[src/rtl/fft_pkg.sv]
// ============================================================================
// Module   : fft_pkg
// Brief    : Shared FFT sizing constants and address-mode encoding.
// Revision : 1.0 - initial release
// ============================================================================
`default_nettype none

package fft_pkg;

    typedef enum logic [1:0] {
        ADDR_IDLE       = 2'b00,
        ADDR_LOAD_AB    = 2'b01,
        ADDR_TWIDDLE    = 2'b10,
        ADDR_WRITE_BACK = 2'b11
    } addr_mode_t;

    localparam int FFT_LOG2N = 4;
    localparam int FFT_N     = 1 << FFT_LOG2N;

endpackage

`default_nettype wire

[src/rtl/fft_addr_gen_if.sv]
// ============================================================================
// Module   : fft_addr_gen_if
// Brief    : Controller <-> address generator bus (mode/step in, addresses out).
// Revision : 1.0 - initial release
// ============================================================================
`default_nettype none

interface fft_addr_gen_if
    import fft_pkg::*;
#(
    parameter int LOG2N = FFT_LOG2N
) ();

    localparam int c_stage_w = $clog2(LOG2N) + 1;

    logic                 clear;
    addr_mode_t           addr_mode;
    logic                 advance;
    logic [LOG2N:0]       sram_addr;
    logic [LOG2N-2:0]     twiddle_addr;
    logic                 addr_valid;
    logic                 ab_sel;
    logic [c_stage_w-1:0] stage_num;
    logic                 iteration_strobe;
    logic                 stage_done;

    modport master (
        output clear, addr_mode, advance,
        input  sram_addr, twiddle_addr, addr_valid, ab_sel,
               stage_num, iteration_strobe, stage_done
    );

    modport slave (
        input  clear, addr_mode, advance,
        output sram_addr, twiddle_addr, addr_valid, ab_sel,
               stage_num, iteration_strobe, stage_done
    );

endinterface

`default_nettype wire

[src/rtl/fft_bfly_addr_calc.sv]
// ============================================================================
// Module   : fft_bfly_addr_calc
// Brief    : Combinational (stage, butterfly) -> (A, B, twiddle index) mapping.
// Revision : 1.0 - initial release
// ============================================================================
`default_nettype none

module fft_bfly_addr_calc #(
    parameter int LOG2N   = 4,
    parameter int STAGE_W = $clog2(LOG2N) + 1
) (
    input  logic [STAGE_W-1:0] stage,
    input  logic [LOG2N-2:0]   bfly,
    output logic [LOG2N-1:0]   addr_a,
    output logic [LOG2N-1:0]   addr_b,
    output logic [LOG2N-2:0]   tw_idx
);

    localparam logic [LOG2N-2:0]   c_ones   = '1;
    localparam logic [LOG2N-1:0]   c_one    = LOG2N'(1);
    localparam logic [STAGE_W-1:0] c_tw_top = STAGE_W'(LOG2N - 1);

    logic [LOG2N-2:0] w_mask;
    logic [LOG2N-2:0] w_pos;
    logic [LOG2N-2:0] w_grp;
    logic [LOG2N-1:0] w_half;

    // pos and grp both fit in LOG2N-1 bits because b < N/2
    assign w_mask = ~(c_ones << stage);
    assign w_pos  = bfly & w_mask;
    assign w_grp  = bfly >> stage;
    assign w_half = c_one << stage;

    assign addr_a = ({w_grp, 1'b0} << stage) | {1'b0, w_pos};
    assign addr_b = addr_a + w_half;
    assign tw_idx = w_pos << (c_tw_top - stage);

endmodule

`default_nettype wire

[src/rtl/fft_addr_gen.sv]
// ============================================================================
// Module   : fft_addr_gen
// Brief    : Radix-2 DIT FFT SRAM/twiddle address generator and stage sequencer.
//            Define FFT_ADDR_PINGPONG_EN for out-of-place ping-pong banking.
// Revision : 1.0 - initial release
// ============================================================================
`default_nettype none

module fft_addr_gen
    import fft_pkg::*;
#(
    parameter int LOG2N = FFT_LOG2N
) (
    input  logic           clk,
    input  logic           n_rst,
    fft_addr_gen_if.slave  bus
);

    localparam int                   c_stage_w    = $clog2(LOG2N) + 1;
    localparam logic [c_stage_w-1:0] c_last_stage = c_stage_w'(LOG2N - 1);

    logic [c_stage_w-1:0] r_stage;
    logic [LOG2N-2:0]     r_bfly;
    logic                 r_phase;
    addr_mode_t           r_prev_mode;
    logic                 r_iter_strobe;
    logic                 r_stage_done;

    logic [c_stage_w-1:0] w_stage_nxt;
    logic [LOG2N-2:0]     w_bfly_nxt;
    logic                 w_phase_nxt;
    logic                 w_iter_nxt;
    logic                 w_done_nxt;

    logic                 w_phase;
    logic                 w_data_mode;
    logic                 w_bank;
    logic [LOG2N-1:0]     w_addr_a;
    logic [LOG2N-1:0]     w_addr_b;
    logic [LOG2N-2:0]     w_tw_idx;

    fft_bfly_addr_calc #(
        .LOG2N   (LOG2N),
        .STAGE_W (c_stage_w)
    ) u_calc (
        .stage  (r_stage),
        .bfly   (r_bfly),
        .addr_a (w_addr_a),
        .addr_b (w_addr_b),
        .tw_idx (w_tw_idx)
    );

    // A mode change abandons any half-finished A/B pair in the same cycle
    assign w_phase = (bus.addr_mode != r_prev_mode) ? 1'b0 : r_phase;

    always_ff @(posedge clk or negedge n_rst) begin
        if (!n_rst) begin
            r_stage       <= '0;
            r_bfly        <= '0;
            r_phase       <= 1'b0;
            r_prev_mode   <= ADDR_IDLE;
            r_iter_strobe <= 1'b0;
            r_stage_done  <= 1'b0;
        end else begin
            r_stage       <= w_stage_nxt;
            r_bfly        <= w_bfly_nxt;
            r_phase       <= w_phase_nxt;
            r_prev_mode   <= bus.addr_mode;
            r_iter_strobe <= w_iter_nxt;
            r_stage_done  <= w_done_nxt;
        end
    end

    always_comb begin
        w_stage_nxt = r_stage;
        w_bfly_nxt  = r_bfly;
        w_phase_nxt = w_phase;
        w_iter_nxt  = 1'b0;
        w_done_nxt  = 1'b0;
        if (bus.clear) begin
            w_stage_nxt = '0;
            w_bfly_nxt  = '0;
            w_phase_nxt = 1'b0;
        end else if (bus.advance) begin
            unique case (bus.addr_mode)
                ADDR_LOAD_AB: w_phase_nxt = ~w_phase;
                ADDR_WRITE_BACK: begin
                    if (!w_phase) begin
                        w_phase_nxt = 1'b1;
                    end else begin
                        w_phase_nxt = 1'b0;
                        if (r_bfly == '1) begin
                            w_bfly_nxt = '0;
                            w_iter_nxt = 1'b1;
                            if (r_stage == c_last_stage) begin
                                w_stage_nxt = '0;
                                w_done_nxt  = 1'b1;
                            end else begin
                                w_stage_nxt = r_stage + c_stage_w'(1);
                            end
                        end else begin
                            w_bfly_nxt = r_bfly + (LOG2N-1)'(1);
                        end
                    end
                end
                default: ;
            endcase
        end
    end

    assign w_data_mode = (bus.addr_mode == ADDR_LOAD_AB) ||
                         (bus.addr_mode == ADDR_WRITE_BACK);

`ifdef FFT_ADDR_PINGPONG_EN
    // Reads come from bank s[0], writes go to the opposite bank
    assign w_bank = (bus.addr_mode == ADDR_LOAD_AB)    ? r_stage[0]  :
                    (bus.addr_mode == ADDR_WRITE_BACK) ? ~r_stage[0] : 1'b0;
`else
    assign w_bank = 1'b0;
`endif

    assign bus.sram_addr        = w_data_mode ? {w_bank, (w_phase ? w_addr_b : w_addr_a)}
                                              : '0;
    assign bus.twiddle_addr     = (bus.addr_mode == ADDR_TWIDDLE) ? w_tw_idx : '0;
    assign bus.addr_valid       = (bus.addr_mode != ADDR_IDLE);
    assign bus.ab_sel           = w_phase;
    assign bus.stage_num        = r_stage;
    assign bus.iteration_strobe = r_iter_strobe;
    assign bus.stage_done       = r_stage_done;

endmodule

`default_nettype wire

[src/flat_wrapper.sv]
// flat-port wrapper written by rule: the top's interface ports become plain ports
module fft_addr_gen_flat import fft_pkg::*;
#(
    parameter int LOG2N = FFT_LOG2N
)
  (clk, n_rst, bus_clear, bus_addr_mode, bus_advance, bus_sram_addr, bus_twiddle_addr, bus_addr_valid, bus_ab_sel, bus_stage_num, bus_iteration_strobe, bus_stage_done);
  fft_addr_gen_if #(.LOG2N(LOG2N)) bus_i ();
  input  logic clk;
  input  logic n_rst;
  input wire logic [$bits(bus_i.clear)-1:0] bus_clear;
  input wire logic [$bits(bus_i.addr_mode)-1:0] bus_addr_mode;
  input wire logic [$bits(bus_i.advance)-1:0] bus_advance;
  output wire logic [$bits(bus_i.sram_addr)-1:0] bus_sram_addr;
  output wire logic [$bits(bus_i.twiddle_addr)-1:0] bus_twiddle_addr;
  output wire logic [$bits(bus_i.addr_valid)-1:0] bus_addr_valid;
  output wire logic [$bits(bus_i.ab_sel)-1:0] bus_ab_sel;
  output wire logic [$bits(bus_i.stage_num)-1:0] bus_stage_num;
  output wire logic [$bits(bus_i.iteration_strobe)-1:0] bus_iteration_strobe;
  output wire logic [$bits(bus_i.stage_done)-1:0] bus_stage_done;
  assign bus_i.clear = bus_clear;
  assign bus_i.addr_mode = bus_addr_mode;
  assign bus_i.advance = bus_advance;
  assign bus_sram_addr = bus_i.sram_addr;
  assign bus_twiddle_addr = bus_i.twiddle_addr;
  assign bus_addr_valid = bus_i.addr_valid;
  assign bus_ab_sel = bus_i.ab_sel;
  assign bus_stage_num = bus_i.stage_num;
  assign bus_iteration_strobe = bus_i.iteration_strobe;
  assign bus_stage_done = bus_i.stage_done;
  fft_addr_gen #(.LOG2N(LOG2N)) u_core (.clk(clk), .n_rst(n_rst), .bus(bus_i));
endmodule
[config.mk]
export PLATFORM = sky130hd
export DESIGN_NAME = fft_addr_gen_flat
export DESIGN_NICKNAME = d
export VERILOG_FILES = /design/src/rtl/fft_pkg.sv /design/src/rtl/fft_addr_gen_if.sv /design/src/rtl/fft_bfly_addr_calc.sv /design/src/rtl/fft_addr_gen.sv /design/src/flat_wrapper.sv
export SDC_FILE = /design/constraint.sdc
export NUM_CORES = 1
export LEC_CHECK = 0
export BUFFER_PORTS_ARGS = -buffer_cell sky130_fd_sc_hd__buf_2
export CAP_MARGIN = 10
export CORE_UTILIZATION = 40
export CTS_BUF_LIST = sky130_fd_sc_hd__clkbuf_2
export DETAILED_ROUTE_END_ITERATION = 16
export GPL_ROUTABILITY_DRIVEN = 0
export SLEW_MARGIN = 25
export SYNTH_ARGS = -nofsm -noshare
export SYNTH_HDL_FRONTEND = slang
export SYNTH_SLANG_ARGS = --single-unit
[constraint.sdc]
create_clock -name clk -period 3.4 [get_ports clk]
set_input_delay 0.68 -clock clk [delete_from_list [all_inputs] [get_ports clk]]
set_output_delay 0.68 -clock clk [all_outputs]
set_load 0.1 [all_outputs]
Word-level counts from Yosys, hierarchy flattened:

Index checks and enable logic that the tools add are counted.

* bits in latches: 0
* logic and storage cells: 63
* flip-flop bits (word level): 11
* memories kept: 0
* input bits: 6
* output and inout bits: 15
* RAM bits: 0
* memory bits (read-only): 0

* div/mod/pow operators: 0
* add/subtract/negate cells: 4
* equality and inequality tests: 6
* shifts and indexed selects: 5
* mux-type cells: 30
* reduce and logical (&&, ||, !) cells: 8
* bitwise gates (word level): 4
* order comparisons: 0
* multiply operators: 0

Operators by type and width (count)
* $mux W3: 12
* $mux W1: 15
* $reduce_bool A2 Y1: 5
* $mux W4: 2
* $add A3 B1 Y3 const B: 2
* $add A4 B4 Y4: 1
* $eq A2 B2 Y1 const B: 2
* $or A4 B3 Y4: 1
* $reduce_and A4 Y1: 1
* $shl A1 B3 Y4 const A: 1
* $shl A4 B3 Y4: 1
* $and A3 B3 Y3: 1
* $eq A3 B2 Y1 const B: 1
* $eq A3 B3 Y1 const B: 1
* $not A3 Y3: 1
* $reduce_and A3 Y1: 1
* $shl A3 B3 Y3: 1
* $shl A3 B3 Y3 const A: 1
* $shr A3 B3 Y3: 1
* $sub A2 B3 Y3 const A: 1
* $eq A2 B1 Y1 const B: 1
* $ne A2 B2 Y1: 1
* $pmux W1 S2: 1
* $logic_or A1 B1 Y1: 1
* $not A1 Y1: 1

Logic depth before layout (Yosys ltp):

* depth in word-level cells: 7
* mapped depth: 10
* gate-level depth less buffers: 10

Cells and area by module:

From an unflattened synthesis, not the netlist that was laid out.

* cells, all modules: 105
* area, all modules: 887.1 um^2

Modules (own cells, without submodules)
* fft_addr_gen: cells an instance 70, instances 1, seq. area each 275.3 um^2, area an instance 639.4 um^2
* fft_bfly_addr_calc: cells an instance 35, instances 1, seq. area each 0.0 um^2, area an instance 247.7 um^2

Least setup slack after synthesis:

Ideal clock, no wire load.

* path kind: reg2out
* start point: register u_core.r_stage[0] (netlist: u_core.bus.stage_num[0])
* end point: output bus_twiddle_addr[2]
* path slack: -1.488 ns
* buffers on the path: 1
* arrival: 4.208 ns
* data required time: 2.720 ns
* stages on the path, launching flop included: 8
* path through: dfrtp_1 > clkbuf_2 > inv_1 > ha_1 > inv_1 > o21ai_0 > or3_1 > a21boi_0

* word-level cells in the longest chain between the ends: 5
* elaborated cells between the ends (all ways): 6
* those cells by class: 1 x add/sub; 2 x shift; 1 x mux; 2 x bitwise

Ends and longest elaborated chain
* start, declared: RTL line fft_addr_gen.sv:22 `logic [c_stage_w-1:0] r_stage;`
* start signal, assigned: RTL line fft_addr_gen.sv:65 `r_stage <= w_stage_nxt;`
* $shl A3 B3 Y3: RTL line fft_bfly_addr_calc.sv:29 `assign w_mask = ~(c_ones << stage);`
* $not A3 Y3: RTL line fft_bfly_addr_calc.sv:29
* $and A3 B3 Y3: RTL line fft_bfly_addr_calc.sv:30 `assign w_pos = bfly & w_mask;`
* $shl A3 B3 Y3 (*): RTL line fft_bfly_addr_calc.sv:36 `assign tw_idx = w_pos << (c_tw_top - stage);`
* $mux W3 (*): RTL line fft_addr_gen.sv:124 `assign bus.twiddle_addr = (bus.addr_mode == ADDR_TWIDDLE) ? w_tw_idx : '0;`
* end, declared: RTL line flat_wrapper.sv:14 `output wire logic [$bits(bus_i.twiddle_addr)-1:0] bus_twiddle_addr;`

Every way passes the cells marked *; elsewhere a longest branch is shown, timed or not.

Final worst setup path:

* start point: register u_core.r_stage[1] (netlist: u_core.bus.stage_num[1])
* end point: output bus_sram_addr[3]

* word-level cells in the longest chain between the ends: 7
* elaborated cells between the ends (all ways): 10
* those cells by class: 1 x add/sub; 4 x shift; 2 x mux; 3 x bitwise

Ends and longest elaborated chain
* parallel branches: the longest is 5 deep, another holds $add A4 B4 Y4
* $mux W4 (*) (2 in a row): RTL line fft_addr_gen.sv:122 `assign bus.sram_addr = w_data_mode ? {w_bank, (w_phase ? w_addr_b : w_addr_a)}`
* end, declared: RTL line flat_wrapper.sv:13 `output wire logic [$bits(bus_i.sram_addr)-1:0] bus_sram_addr;`

Mark *: on every way between the ends.

==> results.py <==
metrics = {
    "timing": {
        "slew_viol_final": 0,
        "fmax_ghz": 0.3068,
        "finalSetupTns_ns": 0,
        "period_needed_ns": 3.259,
        "skew_ns": 0.007876,
        "finalCritPeriodShare": 0.9585,
        "fin_ws_ns": 0.1410,
        "rsz0062_at_grt": "false",
        "setup_violations": 0,
        "relSlewSlack": 0.5909,
        "hold_viol": 0,
        "worst_pin_slew_ns": 0.6072,
    },
    "setup_path": {
        "crit_required_ns": 2.72,
        "worstPathArrival_ns": 2.58,
        "start_kind": "register",
        "r2r-start": "u_core.r_bfly[1]",
        "criticalPathCategory": "register to primary output",
        "cp_max_fo": 7,
        "r2r_slack_ns": 1.72,
        "rr_worst_depth": 6,
        "startpoint": "u_core.bus.stage_num[1]",
        "end_kind": "primary output",
        "r2r_end": "u_core.bus.stage_num[1]",
    },
    "power": {
        "cellPowerDensity_nw_per_um2": 214.5,
        "p_leak_nw": 0.5840,
        "peakVddDrop_mv": 0.1675,
        "total_power_uw": 244.8,
    },
    "placement": {
        "portBuffers": 19,
        "place_hpwl_mm": 1.502,
        "dp_worst_setup_slack_ns": 0.3233,
        "dp.cells": 146,
    },
    "floorplanning": {
        "coreArea_um2": 2022,
        "dieArea_um2": 2413,
        "die_x_um": 49.13,
        "start_util": 0.4394,
        "placementRows": 16,
        "pin_count": 21,
        "die_h_um": 49.13,
    },
    "layout": {
        "fill_cells": 196,
        "syn_to_final_growth_pct": 28.45,
        "multi_input_area_um2": 616.8,
        "register_area_um2": 286.5,
        "layout-drive-gt1-share": 0.3543,
        "nNetsFinal": 145,
        "diodes": 0,
        "layout.cells.non_filler": 154,
    },
    "clock_tree": {
        "root_buffer": "clkbuf_2",
        "cts.clk_slew.worst_paths_ns": 0.11,
        "clock_sinks": 11,
        "ctsHtreeMaxLevel": 1,
        "hold_buffers": 0,
        "clock_latency_ns": 0.25,
        "clock_path_buffers": 2,
        "cts_buffers": 3,
        "cts_tree": "built",
    },
    "detailed_routing": {
        "route.vias.total": 795,
        "wirelength_mm": 1.978,
        "drtAntennaViolNets": 0,
        "post-route-drc-count": 0,
        "first_pass_iters": 4,
        "drtIter0Drc": 7,
        "wire_per_inst_um": 12.84,
        "viasPerCell": 5.162,
    },
    "yosys": {
        "syn_avg_cell_area_um2": 8.625,
        "syn-num-nets": 120,
        "postSynthCellCount": 103,
        "ys_ff_latch": 11,
        "yosysTopAreaCell": "dfrtp_1",
        "ys_types": 39,
        "ys_seq_area_frac": 0.3099,
        "synth_area_um2": 888.4,
        "synth_warnings": 0,
        "synthTopCellsByArea": "dfrtp_1, ha_1, nand2_1",
        "synth_top_area_frac": 0.3099,
    },
    "flow_run": {
        "drv_cap": 0,
    },
    "global_routing": {
        "antenna_found_initial": 0,
        "met1_usage": 0.2164,
        "gr-usage-met3": 0.01246,
        "grt_usage": 0.1680,
        "grt_pass1_vias": 704,
        "grt_overflow_total": 0,
        "grt_max_degree": 13,
        "grt.busiest_layer": "met2",
        "grt_util_met2": 0.2854,
        "grt_pass1_wl_mm": 3.111,
    },
    "worst_hold_path": {
        "min_path_type": "primary input to async pin",
    },
    "outcome": {
        "outcome": "finished, final reports clean",
    },
}
[where the power goes]
group	leakage, nW	internal (mW)	switching [mW]	total (mW)
logic	0.425	0.00869	0.0293	0.0380
registers	0.142	0.133	0.00215	0.135
clock network	0.0166	0.0313	0.0408	0.0720
[cells by family after synthesis]
group                      share of synthesized area
DFF                                           0.3099
buffers and inverters                        0.06196
muxes                                        0.02535
AOI/OAI and AO/OA                             0.1394
and+or+nand+nor                               0.2324
other                                       0.008454
xor gates and xnor gates                     0.05915
adders and majority gates                     0.1634
[worst max path at each step]
| stage | slack, ns | endpoint | cells after the start |
|---|---|---|---|
| final | 0.14 | bus_sram_addr[3] | 11 |
| after CTS | 0.02 | bus_sram_addr[3] | 11 |
| after global placement | 0.37 | bus_sram_addr[3] | 11 |
| after floorplan | 0.006 | bus_sram_addr[3] | 9 |
| after detailed placement | 0.32 | bus_sram_addr[3] | 11 |
| after global routing | 0.03 | bus_sram_addr[3] | 11 |
[layout make-up]
cell class / instances / area share
Multi-Input combinational cell: 79 / 0.5406
Timing Repair Buffer: 24 / 0.1316
Sequential cell: 11 / 0.2511
Inverter: 9 / 0.02961
Clock buffer: 4 / 0.01754
Tap cell: 27 / 0.02961
[cell usage in the layout (no fill, tap or decap), types with 2 or more instances in the layout]
| cell | synthesis | final |
|---|---|---|
| a21boi_2 | 0 | 2 |
| a21oi_1 | 4 | 3 |
| and3_1 | 3 | 3 |
| buf_2 | 1 | 18 |
| buf_4 | 1 | 3 |
| clkbuf_2 | 1 | 5 |
| conb_1 | 2 | 2 |
| dfrtp_1 | 11 | 8 |
| dfrtp_4 | 0 | 3 |
| ha_1 | 10 | 8 |
| ha_4 | 0 | 2 |
| inv_1 | 8 | 8 |
| nand2_1 | 12 | 12 |
| nor2_1 | 10 | 10 |
| nor2b_1 | 2 | 2 |
| o21ai_0 | 5 | 5 |
| xnor2_1 | 4 | 4 |
| xor2_1 | 2 | 2 |
[state kept, by name (all words and copies together) (netlist names)]
signal	cells
u_core.bus.stage_num	3
u_core.r_phase	1
u_core.r_prev_mode	2
u_core.bus.stage_done	1
u_core.r_bfly	3
u_core.bus.iteration_strobe	1
[synth_stat cells]
| cell type | count |
|---|---|
| o21a_1 | 1 |
| buf_2 | 1 |
| buf_1 | 1 |
| inv_2 | 1 |
| o211a_1 | 1 |
| xor2_1 | 2 |
| nand3_1 | 1 |
| ha_1 | 10 |
| nand3b_1 | 1 |
| o2111ai_1 | 1 |
| nor3_4 | 1 |
| fa_1 | 1 |
| nor3_1 | 2 |
| or2_2 | 1 |
| a31oi_1 | 2 |
| nand2_1 | 12 |
| xnor2_1 | 4 |
| dfrtp_1 | 11 |
| a21boi_1 | 2 |
| nor2_1 | 10 |
| clkbuf_2 | 1 |
| mux2_1 | 1 |
| a21o_1 | 1 |
| nand4_2 | 1 |
| buf_4 | 1 |
| mux2_2 | 1 |
| a21oi_1 | 4 |
| a311o_1 | 1 |
| nor2b_1 | 2 |
| inv_1 | 8 |
| and3_1 | 3 |
| nand2b_1 | 1 |
| conb_1 | 2 |
| nand2_2 | 1 |
| o21ai_0 | 5 |
| nand3_2 | 1 |
| a21boi_0 | 1 |
| or3_1 | 1 |
| nand4_1 | 1 |
[layer usage]
| layer | wire length (um) | part of all wire | vias to the layer above |
|---|---|---|---|
| li1 | - | - | 391 |
| met4 | 13 | 0.0066 | 0 |
| met3 | 34 | 0.017 | 2 |
| met2 | 1063 | 0.54 | 13 |
| met5 | 0 | 0 | - |
| met1 | 868 | 0.44 | 389 |
[what timing repair did]
action                                  CTS  global route
endpoints found under the hold margin     0             0
buffers inserted                          0             4
resized for setup                         0             3
endpoints found under the setup margin    0             1
[per-stage QoR]
stage | util | hold slack, ns | area (um2)
floorplan | - | 0.3844 | 944.7
global placement | 0.5272 | 0.5614 | 1066
detailed placement | 0.5272 | 0.5626 | 1066
CTS | 0.5371 | 0.2784 | 1086
global route | 0.5644 | 0.2841 | 1141
finish | 0.5644 | 0.2777 | 1141
[critical path, stage by stage (launching register included)]
cell and delay, ns:
dfrtp_4 0.53, ha_4 0.17, inv_1 0.05, ha_1 0.13, nor2b_1 0.05, a21o_1 0.19, ha_4 0.28, a21oi_2 0.05
xor2_1 0.15, a311o_1 0.36, a21boi_4 0.17, buf_12 0.19
No activity file was read; power rests on OpenSTA's default activity.
